### src/rtl/noc_buffer_pkg.sv
// Shared defaults and width helpers for the router input buffer.
package noc_buffer_pkg;

  localparam int FLIT_SIZE_DEF   = 8;
  localparam int BUFFER_SIZE_DEF = 8;
  localparam int VC_NUM_DEF      = 2;

  // Ceiling log2. clogb2(1) = 0, clogb2(2) = 1, clogb2(5) = 3.
  function automatic int clogb2(input int value);
    int result;
    int rem;
    result = 0;
    rem    = value - 1;
    while (rem > 0) begin
      result++;
      rem = rem >> 1;
    end
    return result;
  endfunction

  // The VC selector is at least one bit wide, even when there is only one VC.
  function automatic int vc_sel_width(input int vc_num);
    return (clogb2(vc_num) < 1) ? 1 : clogb2(vc_num);
  endfunction

  // The count has to hold the value BUFFER_SIZE itself.
  function automatic int cnt_width(input int buffer_size);
    return clogb2(buffer_size + 1);
  endfunction

endpackage

### src/rtl/vc_fifo_slice.sv
// One virtual channel's circular FIFO.
// Holds the storage, pointers, registered count, sticky error bit and credit register.
module vc_fifo_slice
  import noc_buffer_pkg::*;
#(
  parameter int BUFFER_SIZE = BUFFER_SIZE_DEF,
  parameter int FLIT_SIZE   = FLIT_SIZE_DEF,
  parameter int CNT_W       = cnt_width(BUFFER_SIZE_DEF)
) (
  input  logic                 clk,
  input  logic                 rst,
  input  logic                 wr_en,
  input  logic                 rd_en,
  input  logic [FLIT_SIZE-1:0] data_i,
  output logic [FLIT_SIZE-1:0] data_o,
  output logic                 is_empty_o,
  output logic                 is_full_o,
  output logic [CNT_W-1:0]     count_o,
  output logic                 credit_o,
  output logic                 error_o
);

  localparam int                PTR_W      = clogb2(BUFFER_SIZE);
  localparam logic [PTR_W-1:0]  LAST_SLOT  = PTR_W'(BUFFER_SIZE - 1);
  localparam logic [CNT_W-1:0]  FULL_COUNT = CNT_W'(BUFFER_SIZE);

  logic [FLIT_SIZE-1:0] mem [BUFFER_SIZE];
  logic [PTR_W-1:0]     wr_ptr;
  logic [PTR_W-1:0]     rd_ptr;
  logic [CNT_W-1:0]     count;
  logic                 empty;
  logic                 full;
  logic                 do_write;
  logic                 do_read;
  logic                 bad_access;

  // A read on an empty FIFO is ignored.
  // A write on a full FIFO is accepted only when a pop frees a slot in the same cycle.
  always_comb begin
    empty      = (count == '0);
    full       = (count == FULL_COUNT);
    do_read    = rd_en && !empty;
    do_write   = wr_en && (!full || rd_en);
    bad_access = (wr_en && full && !rd_en) || (rd_en && empty);
  end

  assign is_empty_o = empty;
  assign is_full_o  = full;
  assign count_o    = count;
  assign data_o     = mem[rd_ptr];

  // Flit storage has no reset; its contents are don't-care until written.
  always_ff @(posedge clk) begin
    if (do_write) mem[wr_ptr] <= data_i;
  end

  // Pointers wrap explicitly, so BUFFER_SIZE need not be a power of two.
  // The count moves only when exactly one side is accepted.
  always_ff @(posedge clk or posedge rst) begin
    if (rst) begin
      wr_ptr   <= '0;
      rd_ptr   <= '0;
      count    <= '0;
      credit_o <= 1'b0;
      error_o  <= 1'b0;
    end else begin
      if (do_write) wr_ptr <= (wr_ptr == LAST_SLOT) ? '0 : wr_ptr + 1'b1;
      if (do_read)  rd_ptr <= (rd_ptr == LAST_SLOT) ? '0 : rd_ptr + 1'b1;
      if (do_write && !do_read)      count <= count + 1'b1;
      else if (do_read && !do_write) count <= count - 1'b1;
      credit_o <= do_read;
      if (bad_access) error_o <= 1'b1;
    end
  end

endmodule

### src/rtl/vc_input_buffer.sv
// Router input-port buffer: VC_NUM independent FIFO slices behind one shared write port.
module vc_input_buffer
  import noc_buffer_pkg::*;
#(
  parameter int BUFFER_SIZE = BUFFER_SIZE_DEF,
  parameter int FLIT_SIZE   = FLIT_SIZE_DEF,
  parameter int VC_NUM      = VC_NUM_DEF,
  parameter int VC_SEL_W    = vc_sel_width(VC_NUM),
  parameter int CNT_W       = cnt_width(BUFFER_SIZE)
) (
  input  logic                        clk,
  input  logic                        rst,
  input  logic [FLIT_SIZE-1:0]        data_i,
  input  logic                        write_i,
  input  logic [VC_SEL_W-1:0]         vc_sel_i,
  input  logic [VC_NUM-1:0]           read_i,
  output logic [VC_NUM*FLIT_SIZE-1:0] data_o,
  output logic [VC_NUM-1:0]           is_empty_o,
  output logic [VC_NUM-1:0]           is_full_o,
  output logic [VC_NUM*CNT_W-1:0]     count_o,
  output logic [VC_NUM-1:0]           credit_o,
  output logic [VC_NUM-1:0]           error_o
);

  for (genvar v = 0; v < VC_NUM; v++) begin : g_vc
    logic wr_en;

    // If vc_sel_i names no existing VC, no slice is enabled.
    // The write is then silently dropped.
    assign wr_en = write_i && (vc_sel_i == VC_SEL_W'(v));

    vc_fifo_slice #(
      .BUFFER_SIZE (BUFFER_SIZE),
      .FLIT_SIZE   (FLIT_SIZE),
      .CNT_W       (CNT_W)
    ) u_slice (
      .clk        (clk),
      .rst        (rst),
      .wr_en      (wr_en),
      .rd_en      (read_i[v]),
      .data_i     (data_i),
      .data_o     (data_o[v*FLIT_SIZE +: FLIT_SIZE]),
      .is_empty_o (is_empty_o[v]),
      .is_full_o  (is_full_o[v]),
      .count_o    (count_o[v*CNT_W +: CNT_W]),
      .credit_o   (credit_o[v]),
      .error_o    (error_o[v])
    );
  end

endmodule

### config.mk
export PLATFORM = sky130hd
export DESIGN_NAME = vc_input_buffer
export DESIGN_NICKNAME = d
export VERILOG_FILES = /design/src/rtl/noc_buffer_pkg.sv /design/src/rtl/vc_fifo_slice.sv /design/src/rtl/vc_input_buffer.sv
export SDC_FILE = /design/constraint.sdc
export NUM_CORES = 1
export LEC_CHECK = 0
export ABC_AREA = 1
export CORE_MARGIN = 1.5
export CORE_UTILIZATION = 25
export CTS_CLUSTER_DIAMETER = 100
export DETAILED_ROUTE_END_ITERATION = 6
export HOLD_SLACK_MARGIN = 0.1
export PLACE_DENSITY = 0.39
export SLEW_MARGIN = 20
export SYNTH_ARGS = -nofsm -noshare
export SYNTH_HDL_FRONTEND = slang
export SYNTH_HIERARCHICAL = 1
export SYNTH_SLANG_ARGS = --single-unit
### constraint.sdc
create_clock -name clk -period 5.8 [get_ports clk]
set_input_delay 1.16 -clock clk [delete_from_list [all_inputs] [get_ports clk]]
set_output_delay 1.16 -clock clk [all_outputs]
set_load 0.02 [all_outputs]
==> impl_metrics.tcl <==
set metrics [dict create \
    power_frac_clock_pct 25.3 \
    seqPwrFrac_pct 37.1 \
    fp.dieW_microns 167 \
    h-tree-depth 4 \
    switching_share_pct 38.8 \
    combPwrFrac_pct 37.6 \
    postCtsHoldBufs 0 \
    vias 4487 \
    hpwl_microns 10400 \
    drc 0 \
    setup_viol 0 \
    grt_max_degree 34 \
    worst_r2r_endpoint "g_vc[1].u_slice/count_o[3]$_DFFE_PP0P_" \
    drtAntennaViolNets 0 \
    grt_pass1_vias 4449 \
    rsz0062_at_grt "no" \
    coreArea_sq_um 26300 \
    met1_usage_pct 14.8 \
    worst_setup_path_end_kind "primary output" \
    ir_drop_mv 0.199 \
    netSwitchingPower_mw 1.60 \
    synth-seq-cells 152 \
    hold-path-endpoint "g_vc[1].u_slice/error_o$_DFFE_PP0P_" \
    hold_viol 0 \
    final_cell_count_no_fill 1026 \
    syn_to_final_growth_pct 19.7 \
    drt-initial-drc-count 288 \
    arrival_ns 2.62 \
    dr.pass1.iters 5 \
    use_met3_pct 2.65 \
    use_met2_pct 20.6 \
    whs_path_depth 1 \
    cts_resized 0 \
    slew_viol_final 0 \
    drive_above_1_share_pct 9.99 \
    routed_wl_microns 16100 \
    start_util_pct 25.6 \
    status "complete, no violations" \
    dp.cells 994 \
    skew_ns 0.0125 \
    r2r_start "g_vc[1].u_slice/count_o[0]$_DFFE_PP0P_" \
    clk_pin_slew_ns 0.06 \
    min_path_type "flop to flop" \
    slew_headroom_pct 38.6 \
    io_buffer_count 45 \
    syn_area_sq_um 6730 \
    p_per_area_nw_per_um2 511 \
    dieArea_sq_um 27900 \
    ioPinCount 46 \
    grt_pass1_wl_microns 25000 \
    clk_latency_ns 0.42 \
    timing.hold.ws_ns 0.480 \
    final_cell_mix "nand2_1, edfxtp_1, clkdlybuf4s50_1" \
    period_minus_slack_ns 3.78 \
    syn-instance-count 624 \
    via_per_inst 4.37 \
    antenna_found_initial 0 \
    synth.distinct_cells 28 \
    gp_congestion 0.785 \
    rows 59 \
    nets 708 \
    path_max_fanout 20 \
    tightest_slew_ns 0.916 \
    setup_tns_ns 0 \
    tritoncts "yes" \
    grt_overflow 0 \
    hold_path_startpoint "g_vc[1].u_slice/error_o$_DFFE_PP0P_" \
    cts.sinks 152 \
    p_int_mw 2.52 \
    yosysSeqAreaShare_pct 66.0 \
    start_kind "flop" \
    wl_per_cell_microns 15.7 \
    grt.total_usage_pct 11.9 \
    avgSynthCellArea_sq_um 10.8 \
    cts_root_buf "clkbuf_16" \
    r2r_slack_ns 3.32 \
    antenna_cells 0 \
    final.period_utilization_pct 65.2 \
    setup.worst_path.class "flop to primary output" \
    crit_required_ns 4.64 \
    die_y_microns 167 \
    clock_tree.buffer_depth 2 \
    maxCapViolCount 0 \
    max_freq_mhz 265 \
    ys_warn_count 6 \
    reg2regPathDepth 12 \
    syn_nets 654 \
    leakagePower_nw 3.11 \
    cts_made_buffers 17 \
    mostFrequentLayoutCell "nand2_1" \
    cts_setup_buffers 0 \
    gr-max-usage-layer "met2" \
]
state kept, by name (all words and copies together), names as in the netlist:
| register | count |
|---|---|
| g_vc.u_slice/credit_o | 2 |
| g_vc.u_slice/wr_ptr | 6 |
| g_vc.u_slice/mem | 128 |
| g_vc.u_slice/count_o | 8 |
| g_vc.u_slice/rd_ptr | 6 |
| g_vc.u_slice/error_o | 2 |
area by class of cell:
| class | instances | area (sq um) |
|---|---|---|
| fill | 2732 | 18200 |
| clock buffer | 18 | 429 |
| inverter | 34 | 140 |
| sequential | 152 | 4440 |
| tap | 335 | 419 |
| multi-input combinational | 414 | 1950 |
| clock inverter | 14 | 125 |
| timing repair buffer | 59 | 556 |
synth_stat cells:
library cell | instances | area (sq um)
dfrtp_1 | 24 | 601
fa_1 | 2 | 40.0
buf_4 | 6 | 45.0
nand4_1 | 2 | 12.5
xnor2_1 | 4 | 35.0
o21ai_0 | 36 | 180
or2_2 | 2 | 12.5
a21oi_1 | 2 | 10.0
ha_1 | 14 | 175
nor2_1 | 38 | 143
edfxtp_1 | 128 | 3840
nand3_1 | 4 | 20.0
inv_1 | 26 | 97.6
nand2_2 | 4 | 25.0
nor2_4 | 2 | 22.5
nand3_2 | 4 | 40.0
nor2_2 | 3 | 18.8
inv_6 | 2 | 17.5
clkinv_1 | 2 | 7.51
buf_2 | 4 | 20.0
buf_6 | 14 | 158
nor3_1 | 16 | 80.1
nand2_1 | 241 | 905
inv_2 | 2 | 7.51
clkinv_2 | 2 | 10.0
o21ai_1 | 36 | 180
nand3b_1 | 2 | 15.0
nor4_1 | 2 | 12.5
how the worst max path moves through the flow:
stage | slack [ns] | cells after the start | from | endpoint
floorplan | 3.16 | 12 | read_i[1] | g_vc[1].u_slice/count_o[3]$_DFFE_PP0P_
global placement | 2.38 | 13 | read_i[1] | g_vc[1].u_slice/count_o[3]$_DFFE_PP0P_
detailed placement | 2.34 | 13 | read_i[0] | g_vc[0].u_slice/count_o[3]$_DFFE_PP0P_
CTS | 1.99 | 8 | g_vc[0].u_slice/rd_ptr[0]$_DFFE_PP0P_ | data_o[0]
global route | 1.82 | 8 | g_vc[1].u_slice/rd_ptr[0]$_DFFE_PP0P_ | data_o[13]
finish | 2.02 | 8 | g_vc[1].u_slice/rd_ptr[0]$_DFFE_PP0P_ | data_o[14]
kinds of logic (layout without fill, tap and decap cells):
kind of cell               Yosys count  count (layout)  synth area share [%]
DFF                                152             152                  66.0
xor gates and xnor gates             4               4                 0.520
adders and majority gates           16              16                  3.20
buffers and inverters               58             125                  5.39
AOI/OAI and AO/OA                   74              74                  5.50
and+or+nand+nor                    320             320                  19.4
metrics by stage:
stage | area (sq um) | power (mW) | util [%] | setup slack [ns]
detailed placement | 7500 | 3.12 | 28.5 | 2.34
CTS | 8060 | 4.17 | 30.7 | 1.99
floorplan | 6730 | 2.59 | - | 3.16
global placement | 7490 | 3.10 | 28.5 | 2.38
global route | 8060 | 4.43 | 30.7 | 1.82
finish | 8060 | 4.12 | 30.7 | 2.02
power groups by stage:
stage,registers [mW],logic (mW),clock network (mW)
CTS,1.53,1.57,1.07
floorplan,1.49,1.10,0
detailed placement,1.55,1.56,0
global route,1.56,1.74,1.13
finish,1.53,1.55,1.04
global placement,1.55,1.56,0
critical path, stage by stage (launching register included):
cell             delay [ns]
dfrtp_1                0.81
buf_4                  0.33
nand2_1                0.07
nand2_1                0.08
nand2_1                0.05
o21ai_1                0.11
nand2_1                0.10
nand2_1                0.07
clkdlybuf4s50_1        0.60
per-layer routing:
metal	routed length, microns	up-vias	share of wire [%]
met5	0	-	0
met4	108	0	0.67
met3	492	6	3.1
met2	8230	68	51
met1	7270	2209	45
li1	-	2204	-
(Power assumes the default switching activity.)
